### src/rtl/fan_ctrl_multi.sv
// Multi-channel PWM fan controller: prescaled PWM, soft-start duty ramp,
// windowed tachometer counting with stall detection.
module fan_ctrl_multi #(
  parameter int NumCh       = 2,
  parameter int CntWidth    = 8,
  parameter int PrescDiv    = 50,
  parameter int RampPeriods = 4,
  parameter int TachWindow  = 1000,
  parameter int TachWidth   = 16
) (
  input  logic                          soc_clk,
  input  logic                          rst_n,
  input  logic                          en_i,
  input  logic [NumCh*CntWidth-1:0]     duty_i,
  input  logic                          force_full_i,
  input  logic [NumCh-1:0]              tach_i,
  output logic [NumCh-1:0]              fan_pwm_o,
  output logic [NumCh*CntWidth-1:0]     cur_duty_o,
  output logic [NumCh*TachWidth-1:0]    tach_cnt_o,
  output logic                          tach_valid_o,
  output logic [NumCh-1:0]              stall_o
);

  localparam int PW = $clog2(PrescDiv + 1);
  localparam int RW = $clog2(RampPeriods + 1);
  localparam int WW = $clog2(TachWindow + 1);

  localparam logic [PW-1:0] PrescMax = PW'(PrescDiv - 1);
  localparam logic [RW-1:0] RampMax  = RW'(RampPeriods - 1);
  localparam logic [WW-1:0] WinMax   = WW'(TachWindow - 1);
  localparam logic [CntWidth-1:0]  DutyMax = '1;
  localparam logic [TachWidth-1:0] TachMax = '1;

  logic [PW-1:0]       presc_q, presc_d;
  logic [CntWidth-1:0] pwm_cnt_q, pwm_cnt_d;
  logic [RW-1:0]       ramp_q, ramp_d;
  logic [WW-1:0]       win_q, win_d;

  logic [NumCh-1:0][CntWidth-1:0]  duty_q, duty_d;
  logic [NumCh-1:0][CntWidth-1:0]  tgt;
  logic [NumCh-1:0][TachWidth-1:0] acc_q, acc_d;
  logic [NumCh-1:0][TachWidth-1:0] sum;
  logic [NumCh-1:0][TachWidth-1:0] tcnt_q, tcnt_d;

  logic [NumCh-1:0] pwm_q, pwm_d;
  logic [NumCh-1:0] stall_q, stall_d;
  logic             valid_q, valid_d;
  logic [NumCh-1:0] sync1_q, sync2_q, sync3_q;
  logic [NumCh-1:0] edge_v;

  logic tick, wrap, step, win_end;

  assign tick    = (presc_q == PrescMax);
  assign wrap    = tick && (pwm_cnt_q == DutyMax);
  assign step    = wrap && (ramp_q == RampMax);
  assign win_end = tick && (win_q == WinMax);
  assign edge_v  = sync2_q & ~sync3_q;

  // sum includes an edge landing on the window-end cycle
  for (genvar c = 0; c < NumCh; c++) begin : g_ch
    assign tgt[c] = duty_i[c*CntWidth +: CntWidth];
    assign sum[c] = (edge_v[c] && acc_q[c] != TachMax)
                  ? acc_q[c] + TachWidth'(1) : acc_q[c];
  end

  always_comb begin
    presc_d   = tick ? '0 : presc_q + PW'(1);
    pwm_cnt_d = tick ? pwm_cnt_q + CntWidth'(1) : pwm_cnt_q;
    ramp_d    = ramp_q;
    win_d     = win_q;
    duty_d    = duty_q;
    acc_d     = acc_q;
    tcnt_d    = tcnt_q;
    pwm_d     = '0;
    stall_d   = stall_q;
    valid_d   = win_end;

    if (wrap && !force_full_i)
      ramp_d = step ? '0 : ramp_q + RW'(1);

    if (win_end)   win_d = '0;
    else if (tick) win_d = win_q + WW'(1);

    for (int c = 0; c < NumCh; c++) begin
      pwm_d[c] = (pwm_cnt_q < duty_q[c]) ||
                 (duty_q[c] == DutyMax) || force_full_i;
      if (force_full_i)
        duty_d[c] = DutyMax;
      else if (step && duty_q[c] < tgt[c])
        duty_d[c] = duty_q[c] + CntWidth'(1);
      else if (step && duty_q[c] > tgt[c])
        duty_d[c] = duty_q[c] - CntWidth'(1);

      acc_d[c] = win_end ? '0 : sum[c];
      if (win_end) begin
        tcnt_d[c]  = sum[c];
        stall_d[c] = (sum[c] == '0) &&
                     (duty_q[c] != '0 || force_full_i);
      end
    end

    // disable clears everything except the last window result
    if (!en_i) begin
      presc_d   = '0;
      pwm_cnt_d = '0;
      ramp_d    = '0;
      win_d     = '0;
      duty_d    = '0;
      acc_d     = '0;
      tcnt_d    = tcnt_q;
      pwm_d     = '0;
      stall_d   = '0;
      valid_d   = 1'b0;
    end
  end

  always_ff @(posedge soc_clk or negedge rst_n) begin
    if (!rst_n) begin
      presc_q   <= '0;
      pwm_cnt_q <= '0;
      ramp_q    <= '0;
      win_q     <= '0;
      duty_q    <= '0;
      acc_q     <= '0;
      tcnt_q    <= '0;
      pwm_q     <= '0;
      stall_q   <= '0;
      valid_q   <= 1'b0;
      sync1_q   <= '0;
      sync2_q   <= '0;
      sync3_q   <= '0;
    end else begin
      presc_q   <= presc_d;
      pwm_cnt_q <= pwm_cnt_d;
      ramp_q    <= ramp_d;
      win_q     <= win_d;
      duty_q    <= duty_d;
      acc_q     <= acc_d;
      tcnt_q    <= tcnt_d;
      pwm_q     <= pwm_d;
      stall_q   <= stall_d;
      valid_q   <= valid_d;
      sync1_q   <= tach_i;
      sync2_q   <= sync1_q;
      sync3_q   <= sync2_q;
    end
  end

  assign fan_pwm_o    = pwm_q;
  assign cur_duty_o   = duty_q;
  assign tach_cnt_o   = tcnt_q;
  assign tach_valid_o = valid_q;
  assign stall_o      = stall_q;

endmodule

### config.mk
export PLATFORM = sky130hd
export DESIGN_NAME = fan_ctrl_multi
export DESIGN_NICKNAME = d
export VERILOG_FILES = /design/src/rtl/fan_ctrl_multi.sv
export SDC_FILE = /design/constraint.sdc
export NUM_CORES = 1
export LEC_CHECK = 0
export CELL_PAD_IN_SITES_DETAIL_PLACEMENT = 1
export CELL_PAD_IN_SITES_GLOBAL_PLACEMENT = 1
export CORE_MARGIN = 1.5
export CORE_UTILIZATION = 47
export DETAILED_ROUTE_END_ITERATION = 8
export GPL_TIMING_DRIVEN = 1
export PLACE_DENSITY = 0.93
export SETUP_SLACK_MARGIN = 0.02
export SKIP_CTS_REPAIR_TIMING = 1
export SLEW_MARGIN = 20
export SYNTH_ARGS = -nofsm -noshare
export SYNTH_HDL_FRONTEND = slang
export SYNTH_SLANG_ARGS = --single-unit
### constraint.sdc
create_clock -name soc_clk -period 9 [get_ports soc_clk]
set_input_delay 1.35 -clock soc_clk [delete_from_list [all_inputs] [get_ports soc_clk]]
set_output_delay 1.35 -clock soc_clk [all_outputs]
set_load 0.05 [all_outputs]
Word level (Yosys, flattened, before mapping):

Cells that the tools add are included.

* register bits: 118
* input port bits: 22
* output and inout port bits: 53
* logic and storage cells: 99

* add/sub/neg operators: 10
* $lt $le $gt $ge: 6
* equal/unequal tests: 14
* muxes and demuxes: 27
* bitwise operators: 2
* reduce and logical (&&, ||, !) cells: 24

Operators with widths (number)
* 16-bit 2-to-1 mux: 5
* 8-bit 2-to-1 mux: 8
* 16-bit by 1-bit adder with 16-bit output (second input constant): 2
* 16-bit zero test: 2
* 8-bit < comparator: 4
* 32-bit 2-to-1 mux: 1
* 16-bit inequality test (second input constant): 2
* 10-bit 2-to-1 mux: 3
* 8-bit by 1-bit adder with 8-bit output (second input constant): 3
* 8-bit equality test (second input constant): 3
* 8-bit greater-than comparator: 2
* 8-bit nonzero test: 2
* 8-bit by 1-bit subtractor with 8-bit output (second input constant): 2
* 1-bit logical AND: 12
* 6-bit 2-to-1 mux: 2
* 10-bit by 1-bit adder with 10-bit output (second input constant): 1
* 10-bit equality test (second input constant): 1
* 3-bit 2-to-1 mux: 3
* 4-bit by 1-bit inequality test with 1-bit output (second input constant): 2
* 6-bit by 1-bit adder with 6-bit output (second input constant): 1
* 6-bit equality test (second input constant): 1
* 1-bit logical OR: 6
* 2-bit by 1-bit inequality test with 1-bit output (second input constant): 3
* 2-bit 2-to-1 mux: 2
* 8 further kinds: 10

Longest topological paths before layout:

* depth after elaboration: 8
* mapped depth: 17
* gate-level depth less buffers: 15

Worst setup path after synthesis:

Ideal clock, no wire load.

* path kind: input port to flip-flop
* start: input duty_i[5]
* end: register duty_q (netlist bit cur_duty_o[7])
* setup time: 131 ps
* arrival time: 4053 ps
* required time: 8869 ps
* setup slack: 4816 ps
* stages: 14
* path buffers: 0
* path through: inv_1 ha_1 a21o_1 a21o_1 a21o_1 nor3_1 inv_1 ha_1 nor2b_1 o31a_1 o41ai_1 mux2i_1 xnor2_1 a21boi_0

* word-level cells in the longest chain between the ends: 5
* elaborated cells on any way between the ends: 8
* classes of those cells: order compare (2); eq/ne (1); mux (3); reduce/logical (2)

RTL lines
* start: declaration: RTL line 14 `input logic [NumCh*CntWidth-1:0] duty_i,`
* 8-bit < comparator: RTL line 89 `else if (step && duty_q[c] < tgt[c])`
* 1-bit logical AND: RTL line 89
* 8-bit 2-to-1 mux: RTL line 89
* 8-bit 2-to-1 mux: RTL line 87 `if (force_full_i)`
* 16-bit 2-to-1 mux: RTL line 103 `if (!en_i) begin`
* end signal: assignment: RTL line 137 `duty_q <= duty_d;`
* end: declaration: RTL line 39 `logic [NumCh-1:0][CntWidth-1:0] duty_q, duty_d;`

Several ways; a longest one is shown, not always the timed one.
A chain may end at the register's enable or synchronous reset.

Worst setup path after layout:

Ends and elaborated chain as after synthesis.

==> summary.md <==
| Metric | Value |
|---|---|
| Setup_tns | 0 ps |
| Worst-Margin Slew | 988 ps |
| R2r setup slk | 4230 ps |
| Post-DP Area | 0.00763 mm2 |
| Wire per inst | 20.7 um |
| Clk buf depth | 2 |
| Count leader, synth | dfrtp_1 |
| Clk sinks | 118 |
| Cell mode on critical path | a21o_1 |
| FFs w/ async S/R, synth | 1.00 |
| Worst min-delay path class | register to register |
| Cell count of the worst hold path | 0 |
| Post-Layout Cell Count | 998 |
| Static Leak | 3.61 nW |
| Net Sw Power | 421 uW |
| Cells after DPL | 966 |
| Pin count of the biggest net entering global routing | 76 |
| Clock transition at the registers of the reported paths | 60 ps |
| Root buf cell | clkbuf_16 |
| Hold slack final | 358 ps |
| Net Sw Frac | 0.283 |
| RePlAce Congestion | 0.864 |
| Final worst path period need | 4850 ps |
| Nets | 879 |
| Die height | 123 um |
| CP Max Fanout | 8 |
| Peak Freq | 206 MHz |
| Clock Skews | 6.44 ps |
| Initial core utilization | 0.484 |
| Type of the worst setup path | input pin to register |
| Comb power frac | 0.157 |
| Critical path's top delay family | compound AO/OA/AOI/OAI gates |
| Synth Flop Type | dfrtp_1 |
| PortBufs | 74 |
| FF-to-FF End | cur_duty_o[7]$_DFFE_PN0P_ |
| H-tree depth | 4 |
| Post-synth top area cell | dfrtp_1 |
| Synth top area share | 0.438 |
| Final setup vio count | 0 |
| Cell count after synthesis | 734 |
| Pwr/cell area | 181 mW/mm2 |
| Crit path launch | duty_i[5] |
| CP Launch Type | input pin |
| Crit path to | cur_duty_o[7]$_DFFE_PN0P_ |
| Outcome | finished clean |
| Post-Synthesis Net Count | 808 |
| Syn avg cell area | 9.19 um2 |
| Util after Layout | 0.591 |
| Largest stage delay, worst path | 450 ps |
| CP Cell Sequence | clkdlybuf4s50_1, inv_1, ha_1, a21o_1, a21o_1, a21o_1, nor3_1, inv_1, ha_1, a21oi_1, nor2b_1, o31a_1, o41ai_1, mux2i_1, xnor2_1, a21boi_0 |
| Req. time, crit path | 9310 ps |
| CTS Buf Count | 17 |
| YS warnings | 0 |
| Clock Power Share | 0.457 |
| Drt total wl | 20.7 mm |
| Sequential element share of the synthesized area | 0.438 |
| RSZ-0062 raised after global routing | no |
| First-pass iteration count of the detailed router | 5 |
| Critical Path AT | 5160 ps |
| Sequential power share | 0.386 |
| Via Count | 5975 |
| Initial antenna violation count | 0 |
| Peak supply drop | 0.137 mV |
| Die width | 123 um |
| DR vias/cell | 5.99 |
| Worst Path Buf+Inv | 3 |
| Max-Cap Viols | 0 |
| Internal | 1.07 mW |
| Post-detail-place hpwl | 13.7 mm |
| Design Area, Final | 0.00824 mm2 |
| First-pass GRT wire length | 34.1 mm |
| Vias in the first global route | 6733 |
| Grt ovf | 0 |
| Antenna Nets Post-Route | 0 |
| Count of cell types in the netlist | 51 |
| Synth area leaders | dfrtp_1 (44%), ha_1 (9.3%), o21ai_0 (4.6%) |
| Total stage count of the critical path | 16 |
| CP max stage cell | clkdlybuf4s50_1 |
| Reg2reg start | presc_q[3]$_DFF_PN0_ |
| Reg2reg path depth | 13 |
| Final Max Slew Viols | 0 |
| # diodes | 0 |
| Post-route DRC | 0 |
| Fin. Hold Viols | 0 |
| Clk_lat worst skew | 420 ps |
| Slew HR | 0.342 |
| Synth-to-layout area growth | 22.1% |
| Core ar. | 0.0139 mm2 |
| Top post-synthesis cells by count | dfrtp_1 (118), nand2_1 (80), nor2_1 (78) |
| Register bit total from synthesis | 118 |
| Mapped cell area | 0.00674 mm2 |
| Post-synth EDFFs | 0 |
| Share of cells above drive strength 1 | 0.0538 |
| CTS tree | built |
| Endpoint class of the critical path | register |
| DIE AREA | 0.0151 mm2 |
| Fin crit share | 0.539 |
| Ports | 75 |
| Initial DRC count | 438 |
| GRT Total Usage | 0.295 |
| Row cnt | 43 |
-- how the worst min path moves through the flow --
stage,from,to,slack (ps)
6_report,sync1_q[1]$_DFF_PN0_,sync2_q[1]$_DFF_PN0_,360
5_1_grt,sync1_q[1]$_DFF_PN0_,sync2_q[1]$_DFF_PN0_,370
4_1_cts,sync1_q[0]$_DFF_PN0_,sync2_q[0]$_DFF_PN0_,360
3_5_place_dp,sync1_q[0]$_DFF_PN0_,sync2_q[0]$_DFF_PN0_,340
3_3_place_gp,sync1_q[1]$_DFF_PN0_,sync2_q[1]$_DFF_PN0_,340
2_1_floorplan,sync1_q[0]$_DFF_PN0_,sync2_q[0]$_DFF_PN0_,330
-- kinds of logic (layout without fill, tap and decap cells) --
family / after synthesis / after routing / synth area share
adder cells (fa/ha/maj): 52 / 52 / 0.0987
flip-flops: 118 / 118 / 0.438
buffers and inverters: 70 / 154 / 0.0404
AND/OR/NAND/NOR: 295 / 295 / 0.215
multiplexers: 15 / 15 / 0.0228
AO/OA/AOI/OAI: 127 / 127 / 0.112
XOR/XNOR: 57 / 57 / 0.0740
-- state kept, by name, summed over array words and instances (netlist names), 3 cells and up --
register    count
acc_q          32
cur_duty_o     16
presc_q         6
pwm_cnt_q       8
ramp_q          3
tach_cnt_o     32
win_q          10
-- layout by cell type (no fill, tap or decap), drive strengths merged, types with 4 or more instances in the layout --
cell / n
ha: 50
buf: 5
mux2i: 12
nand2: 80
inv: 44
nand4: 25
nor4: 12
a21o: 8
xnor2: 32
a21oi: 19
nand3: 23
and3: 4
dfrtp: 118
and4: 7
a21boi: 7
or4: 5
clkbuf: 23
nor2: 78
clkinv: 7
and2: 5
nand2b: 8
clkdlybuf4s50: 73
nor2b: 15
xor2: 25
o41ai: 5
or3: 6
nor3: 17
o21ai: 68
-- layout make-up --
cell class / instances / area (um2)
fillers: 1559 / 5700
multi-input cells: 546 / 3540
flip-flops and latches: 118 / 2950
repair buffers: 78 / 768
clock buffers: 23 / 488
well taps: 180 / 225
inverters: 44 / 165
clock inverters: 9 / 98.8
-- routing by layer --
layer,track usage,share of wire
met1,0.331,0.40
met2,0.514,0.51
met3,0.0664,0.046
met4,0.167,0.044
met5,0,0
-- power groups by stage --
stage	sequential, mW	combinational (mW)	clock (mW)
final	0.575	0.234	0.680
after global routing	0.578	0.253	0.710
after CTS	0.575	0.234	0.683
after detailed placement	0.583	0.224	0
after global placement	0.582	0.205	0
after floorplan	0.608	0.111	0
-- worst register-to-register path, stage by stage (launching register included) --
cell and delay (ps):
dfrtp_1 430, or3b_1 440, or4_1 690, or3_1 580
nor3_1 410, inv_1 260, ha_1 340, a21oi_1 140
nor2b_1 90, o31a_1 260, o41ai_1 370, mux2i_1 280
xnor2_1 80, a21boi_0 280
-- metrics by stage --
step                setup WS (ps)  power [mW]
global route                 3970        1.54
detailed placement           3820       0.807
CTS                          4240        1.49
floorplan                    4820       0.720
global placement             4200       0.786
finish                       4150        1.49
(Power assumes the default switching activity.)
